<file path="config.mk">
export PLATFORM = sky130hd
export DESIGN_NAME = ex_compute_unit
export DESIGN_NICKNAME = d
export VERILOG_FILES = /design/src/rtl/exu_pkg.sv /design/src/rtl/exu_mul.sv /design/src/rtl/ex_compute_unit.sv
export SDC_FILE = /design/constraint.sdc
export NUM_CORES = 2
export LEC_CHECK = 0
export ABC_AREA = 1
export BUFFER_PORTS_ARGS = -buffer_cell sky130_fd_sc_hd__buf_2
export CAP_MARGIN = 20
export CORE_ASPECT_RATIO = 1.2
export CORE_UTILIZATION = 30
export DETAILED_ROUTE_END_ITERATION = 12
export PLACE_DENSITY = 0.53
export SLEW_MARGIN = 25
export SYNTH_ARGS = -nofsm -noshare
export SYNTH_HDL_FRONTEND = slang
export SYNTH_SLANG_ARGS = --single-unit
</file>
<file path="constraint.sdc">
create_clock -name clk -period 8.08 [get_ports clk]
set_input_delay 1.616 -clock clk [delete_from_list [all_inputs] [get_ports clk]]
set_output_delay 1.616 -clock clk [all_outputs]
set_load 0.005 [all_outputs]
</file>
<file path="src/rtl/exu_pkg.sv">
// Shared types for the execute-stage compute unit.
// Operation encodings, multiplier states and the product helper.
package exu_pkg;

    typedef logic [31:0] u32_t;
    typedef logic [63:0] u64_t;

    typedef enum logic [3:0] {
        ALU_ADD   = 4'd0,
        ALU_SUB   = 4'd1,
        ALU_SLT   = 4'd2,
        ALU_SLTU  = 4'd3,
        ALU_AND   = 4'd4,
        ALU_OR    = 4'd5,
        ALU_NOR   = 4'd6,
        ALU_XOR   = 4'd7,
        ALU_SLL   = 4'd8,
        ALU_SRL   = 4'd9,
        ALU_SRA   = 4'd10,
        ALU_PASSB = 4'd11
    } alu_op_t;

    typedef enum logic [2:0] {
        BRU_EQ     = 3'd0,
        BRU_NE     = 3'd1,
        BRU_LT     = 3'd2,
        BRU_GE     = 3'd3,
        BRU_LTU    = 3'd4,
        BRU_GEU    = 3'd5,
        BRU_ALWAYS = 3'd6,
        BRU_NEVER  = 3'd7
    } bru_op_t;

    typedef enum logic [1:0] {
        MUL_IDLE = 2'd0,
        MUL_BUSY = 2'd1,
        MUL_DONE = 2'd2
    } mul_state_t;

    // Counter holds MUL_STAGES-1, so 3 bits cover the legal 1..8 range.
    localparam int CNT_W = 3;

    // 33-bit extended operands keep one multiplier for both signednesses.
    function automatic u64_t mul64(input u32_t a, input u32_t b,
                                   input logic s);
        logic signed [32:0] ea;
        logic signed [32:0] eb;
        logic signed [65:0] p;
        ea = {s & a[31], a};
        eb = {s & b[31], b};
        p  = ea * eb;
        return p[63:0];
    endfunction

endpackage

</file>
<file path="src/rtl/exu_mul.sv">
// Multi-cycle 32x32->64 multiplier with start/done handshake and flush.
// Define EXU_MUL_SINGLE_CYCLE_EN for a combinational, zero-stall variant.
module exu_mul
    import exu_pkg::*;
#(
    parameter int MUL_STAGES = 2
) (
    input  logic        clk,
    input  logic        rst_n,
    input  logic        mul_flush,
    input  logic        mul_en,
    input  logic        mul_signed,
    input  logic [31:0] mul_a,
    input  logic [31:0] mul_b,
    output logic [63:0] mul_out,
    output logic        mul_done
);

`ifdef EXU_MUL_SINGLE_CYCLE_EN

    logic unused_clk_rst;
    assign unused_clk_rst = clk ^ rst_n;

    // Product follows the live operands; done answers in the request cycle.
    always_comb begin
        mul_out  = mul64(mul_a, mul_b, mul_signed);
        mul_done = mul_en & ~mul_flush;
    end

`else

    mul_state_t       state_q, state_d;
    logic [CNT_W-1:0] cnt_q, cnt_d;
    u32_t             a_q, a_d;
    u32_t             b_q, b_d;
    logic             s_q, s_d;
    u64_t             out_q, out_d;

    // Next-state logic; the product is latched on the way into DONE.
    always_comb begin
        state_d = state_q;
        cnt_d   = cnt_q;
        a_d     = a_q;
        b_d     = b_q;
        s_d     = s_q;
        out_d   = out_q;
        unique case (state_q)
            MUL_IDLE: begin
                if (mul_en) begin
                    a_d = mul_a;
                    b_d = mul_b;
                    s_d = mul_signed;
                    if (MUL_STAGES == 1) begin
                        state_d = MUL_DONE;
                        cnt_d   = '0;
                        out_d   = mul64(mul_a, mul_b, mul_signed);
                    end else begin
                        state_d = MUL_BUSY;
                        cnt_d   = CNT_W'(MUL_STAGES - 1);
                    end
                end
            end
            MUL_BUSY: begin
                cnt_d = cnt_q - 1'b1;
                if (cnt_q <= CNT_W'(1)) begin
                    state_d = MUL_DONE;
                    out_d   = mul64(a_q, b_q, s_q);
                end
            end
            MUL_DONE: begin
                state_d = MUL_IDLE;
            end
            default: begin
                state_d = MUL_IDLE;
            end
        endcase
        if (mul_flush) begin
            state_d = MUL_IDLE;
            cnt_d   = '0;
            out_d   = out_q;
        end
    end

    // State, captured operands and held product.
    always_ff @(posedge clk or negedge rst_n) begin
        if (!rst_n) begin
            state_q <= MUL_IDLE;
            cnt_q   <= '0;
            a_q     <= '0;
            b_q     <= '0;
            s_q     <= 1'b0;
            out_q   <= '0;
        end else begin
            state_q <= state_d;
            cnt_q   <= cnt_d;
            a_q     <= a_d;
            b_q     <= b_d;
            s_q     <= s_d;
            out_q   <= out_d;
        end
    end

    // A flush in the DONE cycle suppresses the pulse immediately.
    always_comb begin
        mul_out  = out_q;
        mul_done = (state_q == MUL_DONE) & ~mul_flush;
    end

`endif

endmodule

</file>
<file path="src/rtl/ex_compute_unit.sv">
// Execute-stage arithmetic: ALU, branch resolver and multiplier.
// EXU_MUL_SINGLE_CYCLE_EN selects the combinational multiplier.
module ex_compute_unit
    import exu_pkg::*;
#(
    parameter int MUL_STAGES = 2
) (
    input  logic        clk,
    input  logic        rst_n,
    input  logic [3:0]  alu_op,
    input  logic [31:0] alu_a,
    input  logic [31:0] alu_b,
    output logic [31:0] alu_out,
    input  logic [2:0]  bru_op,
    input  logic [31:0] bru_a,
    input  logic [31:0] bru_b,
    output logic        br_taken,
    input  logic        mul_flush,
    input  logic        mul_en,
    input  logic        mul_signed,
    input  logic [31:0] mul_a,
    input  logic [31:0] mul_b,
    output logic [63:0] mul_out,
    output logic        mul_done
);

    alu_op_t    aop;
    bru_op_t    bop;
    logic [4:0] sh;

    assign aop = alu_op_t'(alu_op);
    assign bop = bru_op_t'(bru_op);
    assign sh  = alu_b[4:0];

    // ALU: 32-bit wrap-around arithmetic, unused codes give zero.
    always_comb begin
        alu_out = '0;
        case (aop)
            ALU_ADD:   alu_out = alu_a + alu_b;
            ALU_SUB:   alu_out = alu_a - alu_b;
            ALU_SLT:   alu_out = {31'd0, $signed(alu_a) < $signed(alu_b)};
            ALU_SLTU:  alu_out = {31'd0, alu_a < alu_b};
            ALU_AND:   alu_out = alu_a & alu_b;
            ALU_OR:    alu_out = alu_a | alu_b;
            ALU_NOR:   alu_out = ~(alu_a | alu_b);
            ALU_XOR:   alu_out = alu_a ^ alu_b;
            ALU_SLL:   alu_out = alu_a << sh;
            ALU_SRL:   alu_out = alu_a >> sh;
            ALU_SRA:   alu_out = u32_t'($signed(alu_a) >>> sh);
            ALU_PASSB: alu_out = alu_b;
            default:   alu_out = '0;
        endcase
    end

    // Branch condition on rj/rkd.
    always_comb begin
        br_taken = 1'b0;
        case (bop)
            BRU_EQ:     br_taken = (bru_a == bru_b);
            BRU_NE:     br_taken = (bru_a != bru_b);
            BRU_LT:     br_taken = ($signed(bru_a) <  $signed(bru_b));
            BRU_GE:     br_taken = ($signed(bru_a) >= $signed(bru_b));
            BRU_LTU:    br_taken = (bru_a <  bru_b);
            BRU_GEU:    br_taken = (bru_a >= bru_b);
            BRU_ALWAYS: br_taken = 1'b1;
            BRU_NEVER:  br_taken = 1'b0;
            default:    br_taken = 1'b0;
        endcase
    end

    exu_mul #(
        .MUL_STAGES (MUL_STAGES)
    ) u_mul (
        .clk        (clk),
        .rst_n      (rst_n),
        .mul_flush  (mul_flush),
        .mul_en     (mul_en),
        .mul_signed (mul_signed),
        .mul_a      (mul_a),
        .mul_b      (mul_b),
        .mul_out    (mul_out),
        .mul_done   (mul_done)
    );

endmodule

</file>
# Yosys cells after proc, flatten, opt, wreduce, memory -nomap -nowiden

Cells that the tools add are included.

$add $sub $neg: 3
$mul: 1
$lt $le $gt $ge: 7
Eq/ne operators: 24
Shift-type cells: 3
Mux-type cells: 9
Bitwise operators: 8
Reduce and logical (&&, ||, !) cells: 8

Operators by type and width:

| cell                 | number |
|---|---|
| $pmux W32 S12        | 1 |
| $lt A32 B32 Y1       | 4 |
| $ge A32 B32 Y1       | 2 |
| $mul A33 B33 Y64     | 1 |
| $add A32 B32 Y32     | 1 |
| $and A32 B32 Y32     | 1 |
| $eq A32 B32 Y1       | 1 |
| $ne A32 B32 Y1       | 1 |
| $not A32 Y32         | 1 |
| $or A32 B32 Y32      | 1 |
| $shl A32 B5 Y32      | 1 |
| $shr A32 B5 Y32      | 1 |
| $sshr A32 B5 Y32     | 1 |
| $sub A32 B32 Y32     | 1 |
| $xor A32 B32 Y32     | 1 |
| $eq A4 B3 Y1 const B | 4 |
| $eq A4 B4 Y1 const B | 4 |
| $eq A3 B3 Y1 const B | 4 |
| $eq A4 B2 Y1 const B | 2 |
| $pmux W1 S8          | 1 |
| $eq A3 B2 Y1 const B | 2 |
| $mux W2              | 3 |
| $mux W3              | 2 |
| $pmux W3 S2          | 1 |
| other kinds (17)     | 21 |

Flip-flop bits (word level): 134
Input port bits: 204
Output and inout port bits: 98
Word-level logic and storage cells: 69

# Depth between registers and ports, before layout

Depth after elaboration: 4
Depth in mapped cells: 34
Mapped depth without buffers: 32

# Hierarchy

Synthesis repeated with hierarchy kept, for this count alone.

Cells, all modules: 7632
Area total of the unflattened synthesis: 55304.3 um^2

By module, submodules not included:

| module          | times used | cells each | area an instance (um^2) | seq. area each (um^2) |
|---|---|---|---|---|
| exu_mul         | 1          | 5539       | 44775.4                 | 3353.2 |
| ex_compute_unit | 1          | 2093       | 10528.8                 | 0.0 |

# Least setup slack after synthesis

No wires, ideal clock.

Kind: register to register
From: reg u_mul.a_q[31]
To: reg u_mul.out_q[55] (netlist: u_mul.mul_out[55])
Setup time: 0.118 ns
Data arrival time: 7.508 ns
Required time: 7.962 ns
Path slack: 0.454 ns
Cell stages (with the launch flop): 33
Path buffers: 2
Clock period less this slack: 7.626 ns
Cells stage by stage: dfrtp_1 > buf_2 > nand2_2 > clkinv_1 > clkbuf_1 > nand2_1 > inv_1 > fa_1 > inv_1 > fa_1 > inv_1 > fa_1 > inv_1 > fa_1 > inv_1 > fa_1 > fa_1 > inv_1 > fa_1 > fa_1 > inv_1 > ha_1 > nand2_1 > nor2_1 > inv_1 > nor2_1 > inv_1 > nor4_1 > nand2_1 > nand3_1 > nand2_1 > nand3_1 > nand2_1

Cells in the longest elaborated chain, start to end: 2

Ends and longest elaborated chain:

| element                  | RTL line      | source |
|---|---|---|
| start: declaration       | exu_mul.sv:34 | `u32_t a_q, a_d;` |
| start signal: assignment | exu_mul.sv:89 | `a_q <= '0;` |
| start signal: assignment | exu_mul.sv:96 | `a_q <= a_d;` |
| $and A1 B1 Y1            | exu_pkg.sv:49 | `ea = {s & a[31], a};` |
| $mul A33 B33 Y64 *       | exu_pkg.sv:51 | `p = ea * eb;` |
| end signal: assignment   | exu_mul.sv:99 | `out_q <= out_d;` |
| end: declaration         | exu_mul.sv:37 | `u64_t out_q, out_d;` |

Mark *: on every way between the ends. The rest lies on a longest branch, timed or not.
A chain may end at the register's enable or synchronous reset.

# Worst setup path after layout

From: reg u_mul.a_q[22]
To: reg u_mul.out_q[52] (netlist: u_mul.mul_out[52])

Cells in the longest elaborated chain, start to end: 1

Ends and longest elaborated chain:

| element          | RTL line |
|---|---|
| $mul A33 B33 Y64 | exu_pkg.sv:51 |

Every way passes these cells.

==> impl_results.md <==
* Setup ws final at 0.317 ns
* Via/cell ratio at between 4 and 5
* Clock slew at reported path FFs at 0.09 ns
* Mapped cell area at 55300 µm²
* FP Rows at ~170
* Nets at 9434
* Final min period at 7.76 ns
* First-pass GRT wire length at 326 mm
* Layout area overhead at 9.90%
* Initial antenna violation count at 3
* Worst r2r dst: u_mul.mul_out[52]$_DFFE_PN0P_
* Worst hold path endpoint: u_mul.mul_out[3]$_DFFE_PN0P_
* Skew-Pair Late Insertion Delay at 0.54 ns
* Sequential area share after synthesis at 6.06%
* Syn Area/Cell at 7.25 µm²
* I/O pin count at 302
* Final Hold Viols at 0
* Fmax at 129 MHz
* R2r setup slk at between 0.3 and 0.4 ns
* Remaining global-route overflow at 0
* Core Area at 183000 µm²
* Fin crit share at 96.1%
* Final hold slack at between 0.4 and 0.5 ns
* Port Buffer Count at about 300
* Max cap viols at 0
* Synthesized instance count at between 7000 and 8000
* CTS tree: built
* Cts bufs inserted at 17
* Gpl congestion at 1.04
* CP Max Fanout at 15
* Cell taking the most area after synthesis: fa_1
* Final setup fails at 0
* HP Start: u_mul.mul_out[3]$_DFFE_PN0P_
* Setup TNS at 0 ns
* Routed len/inst at 20.7 µm
* Worst Path Arrival at 8.19 ns
* Layout cells sized above 1 at 7.85%
* # fillers at about 20000
* Top FF cell, synth: dfrtp_1
* Number of synthesis warnings at 0
* WHS Path Cells at 2
* Area contributors post-synth: fa_1 41%, nand2_1 15%, inv_1 13%
* Final Slew Violations at 0
* Place WS at 0.209 ns
* Setup crit end kind: flip-flop
* DIE AREA at 186000 µm²
* DRC at 0
* Vias in the first global route at 53900
* Initial DRC count at 3424
* H-tree level count at 4
* Unique masters post-synth at 63
* Die H at 472 µm
* RSZ-0062 raised after global routing: no
* Clock sinks at between 100 and 150
* Initial Utilization at 30.2%
* #FFs+latches synth at 134
* Die width at around 390 µm
* Async SR Flop Fraction at 100%
* Slew HR at 23.8%
* Number of flops mapped to enable cells by yosys at 0
* Critical path class: reg -> reg
* Util after Layout at 33.2%
* 1st-pass router iterations at 6
* Status: complete, no violations
* Longest Clk Path Bufs at 2
* Root Driver: clkbuf_16
* Final ANT Viol Nets at 0
* Pin count of the biggest net entering global routing at a little under 70
* Post-DP HPWL at 181 mm
* Post-synth net total at 9300
* CP Data Required Time at 8.51 ns
* R2R cell count at 24
* CP Launch Type: flip-flop
* Worst-Margin Slew at 1.13 ns
* Share of the synthesized area in the top cell type at 40.8%
* Worst hold path type: reg -> reg
* Vias at about 50000
* Final WL at ~210 mm
* Fin Clk Skew at 0.0290 ns
* GR Util All Layers at 23.2%
* Worst flop-to-flop path startpoint: u_mul.a_q[22]$_DFFE_PN0P_
-- through the flow --
step / area [µm²] / std cells
CTS: 60700 / 10200
floorplan: 55300 / 7626
global route: 60800 / 10200
finish: 60800 / 10200
global placement: 60100 / 10200
detailed placement: 60100 / 10200
-- worst max-delay path by stage --
stage | from | end | slack, ns | depth (start not counted)
after floorplan | u_mul.a_q[31]$_DFFE_PN0P_ | u_mul.mul_out[55]$_DFFE_PN0P_ | 0.45 | 32
after global placement | u_mul.b_q[14]$_DFFE_PN0P_ | u_mul.mul_out[52]$_DFFE_PN0P_ | 0.21 | 25
after detailed placement | u_mul.a_q[22]$_DFFE_PN0P_ | u_mul.mul_out[56]$_DFFE_PN0P_ | 0.21 | 23
after CTS | u_mul.a_q[22]$_DFFE_PN0P_ | u_mul.mul_out[56]$_DFFE_PN0P_ | 0.21 | 23
after global routing | u_mul.b_q[16]$_DFFE_PN0P_ | u_mul.mul_out[60]$_DFFE_PN0P_ | 0.008 | 24
final | u_mul.a_q[22]$_DFFE_PN0P_ | u_mul.mul_out[52]$_DFFE_PN0P_ | 0.32 | 24
-- timing repair --
action | 4_1_cts | 5_1_grt
setup buffers | 0 | 8
resized for setup | 0 | 13
hold buffers | 0 | 0
endpoints found under the setup margin | 0 | 12
-- placed cells by master, fill, tap and decap left out, types with 10 or more instances in the layout --
cell type / instances
inv_1: 1871
nand3_1: 249
or2_2: 17
ha_1: 343
xnor2_1: 20
buf_4: 173
o22ai_1: 20
o21ai_2: 13
o21a_1: 18
nor2_1: 387
o21bai_1: 18
fa_1: 1126
nand3b_1: 11
nor3_1: 38
a31oi_1: 20
clkbuf_16: 17
dfrtp_1: 127
a211oi_1: 10
mux2i_1: 14
nand2_1: 2139
nand4_1: 59
o21ai_1: 79
a21oi_1: 230
buf_12: 25
buf_2: 300
o21ai_0: 279
nand2_2: 10
o211ai_1: 16
-- synth_stat cells, types with 9 or more instances --
cell and n:
dfrtp_1 134, a31oi_1 20, ha_1 343, fa_1 1127, nor3_1 38, clkbuf_1 309, a21oi_1 232, o21ai_0 280
nand2_1 2141, o21a_1 18, o21ai_1 78, nand3b_1 11, a21o_1 9, o21ai_2 13, o22ai_1 20, a211oi_1 10
nand4_1 59, buf_1 14, xnor2_1 20, inv_1 1874, o21bai_1 18, xor2_1 9, buf_2 49, o211ai_1 16
mux2i_1 14, or2_2 17, nor2_1 390, nand3_1 249
-- metal layers --
metal	share of wire (%)	wire, µm	global-route usage [%]	up-vias
met1	36	76600	25.5	25000
met4	6.8	14500	13.9	4
met3	4.5	9570	2.31	498
met2	52	111000	42.9	1664
li1	-	-	-	22600
met5	0.012	25	0	-
-- cell type report --
type | instances | area, µm² | area share (%)
antenna | 1 | 2.50 | 0.00412
clock buffer | 18 | 439 | 0.722
clock inverter | 13 | 194 | 0.319
inverter | 1885 | 7080 | 11.7
multi-input combinational | 5223 | 43300 | 71.3
sequential | 134 | 3360 | 5.53
tap | 2436 | 3050 | 5.01
timing repair buffer | 499 | 3310 | 5.45
-- critical path: stages (launching register included) --
cell     delay, ns
dfrtp_1       0.88
nand2_1       0.17
fa_1          0.54
fa_1          0.54
inv_1         0.05
fa_1          0.53
inv_1         0.05
fa_1          0.48
fa_1          0.55
inv_1         0.05
fa_1          0.50
fa_1          0.52
inv_1         0.05
fa_1          0.54
inv_1         0.07
ha_1          0.39
a21oi_1       0.38
o21ai_0       0.23
a21oi_1       0.22
o21ai_0       0.16
nand2_1       0.09
nand3_1       0.13
or2_2         0.30
nand3_1       0.14
nand2_1       0.07
-- state kept, by name (all words and copies together), names as in the netlist --
signal         cells
u_mul.a_q         32
u_mul.b_q         32
u_mul.cnt_q        3
u_mul.mul_out     64
u_mul.s_q          1
u_mul.state_q      2
-- kinds of logic after synthesis --
family | share of synthesized area (%)
adder cells (fa/ha/maj) | 48.5
buffers and inverters | 15.6
AO/OA/AOI/OAI | 7.67
XOR/XNOR | 0.459
AND/OR/NAND/NOR | 21.3
multiplexers | 0.335
flip-flops | 6.06
Power is not shown: default switching activity piles up to over one toggle a cycle in this logic, so the estimate is an artifact.
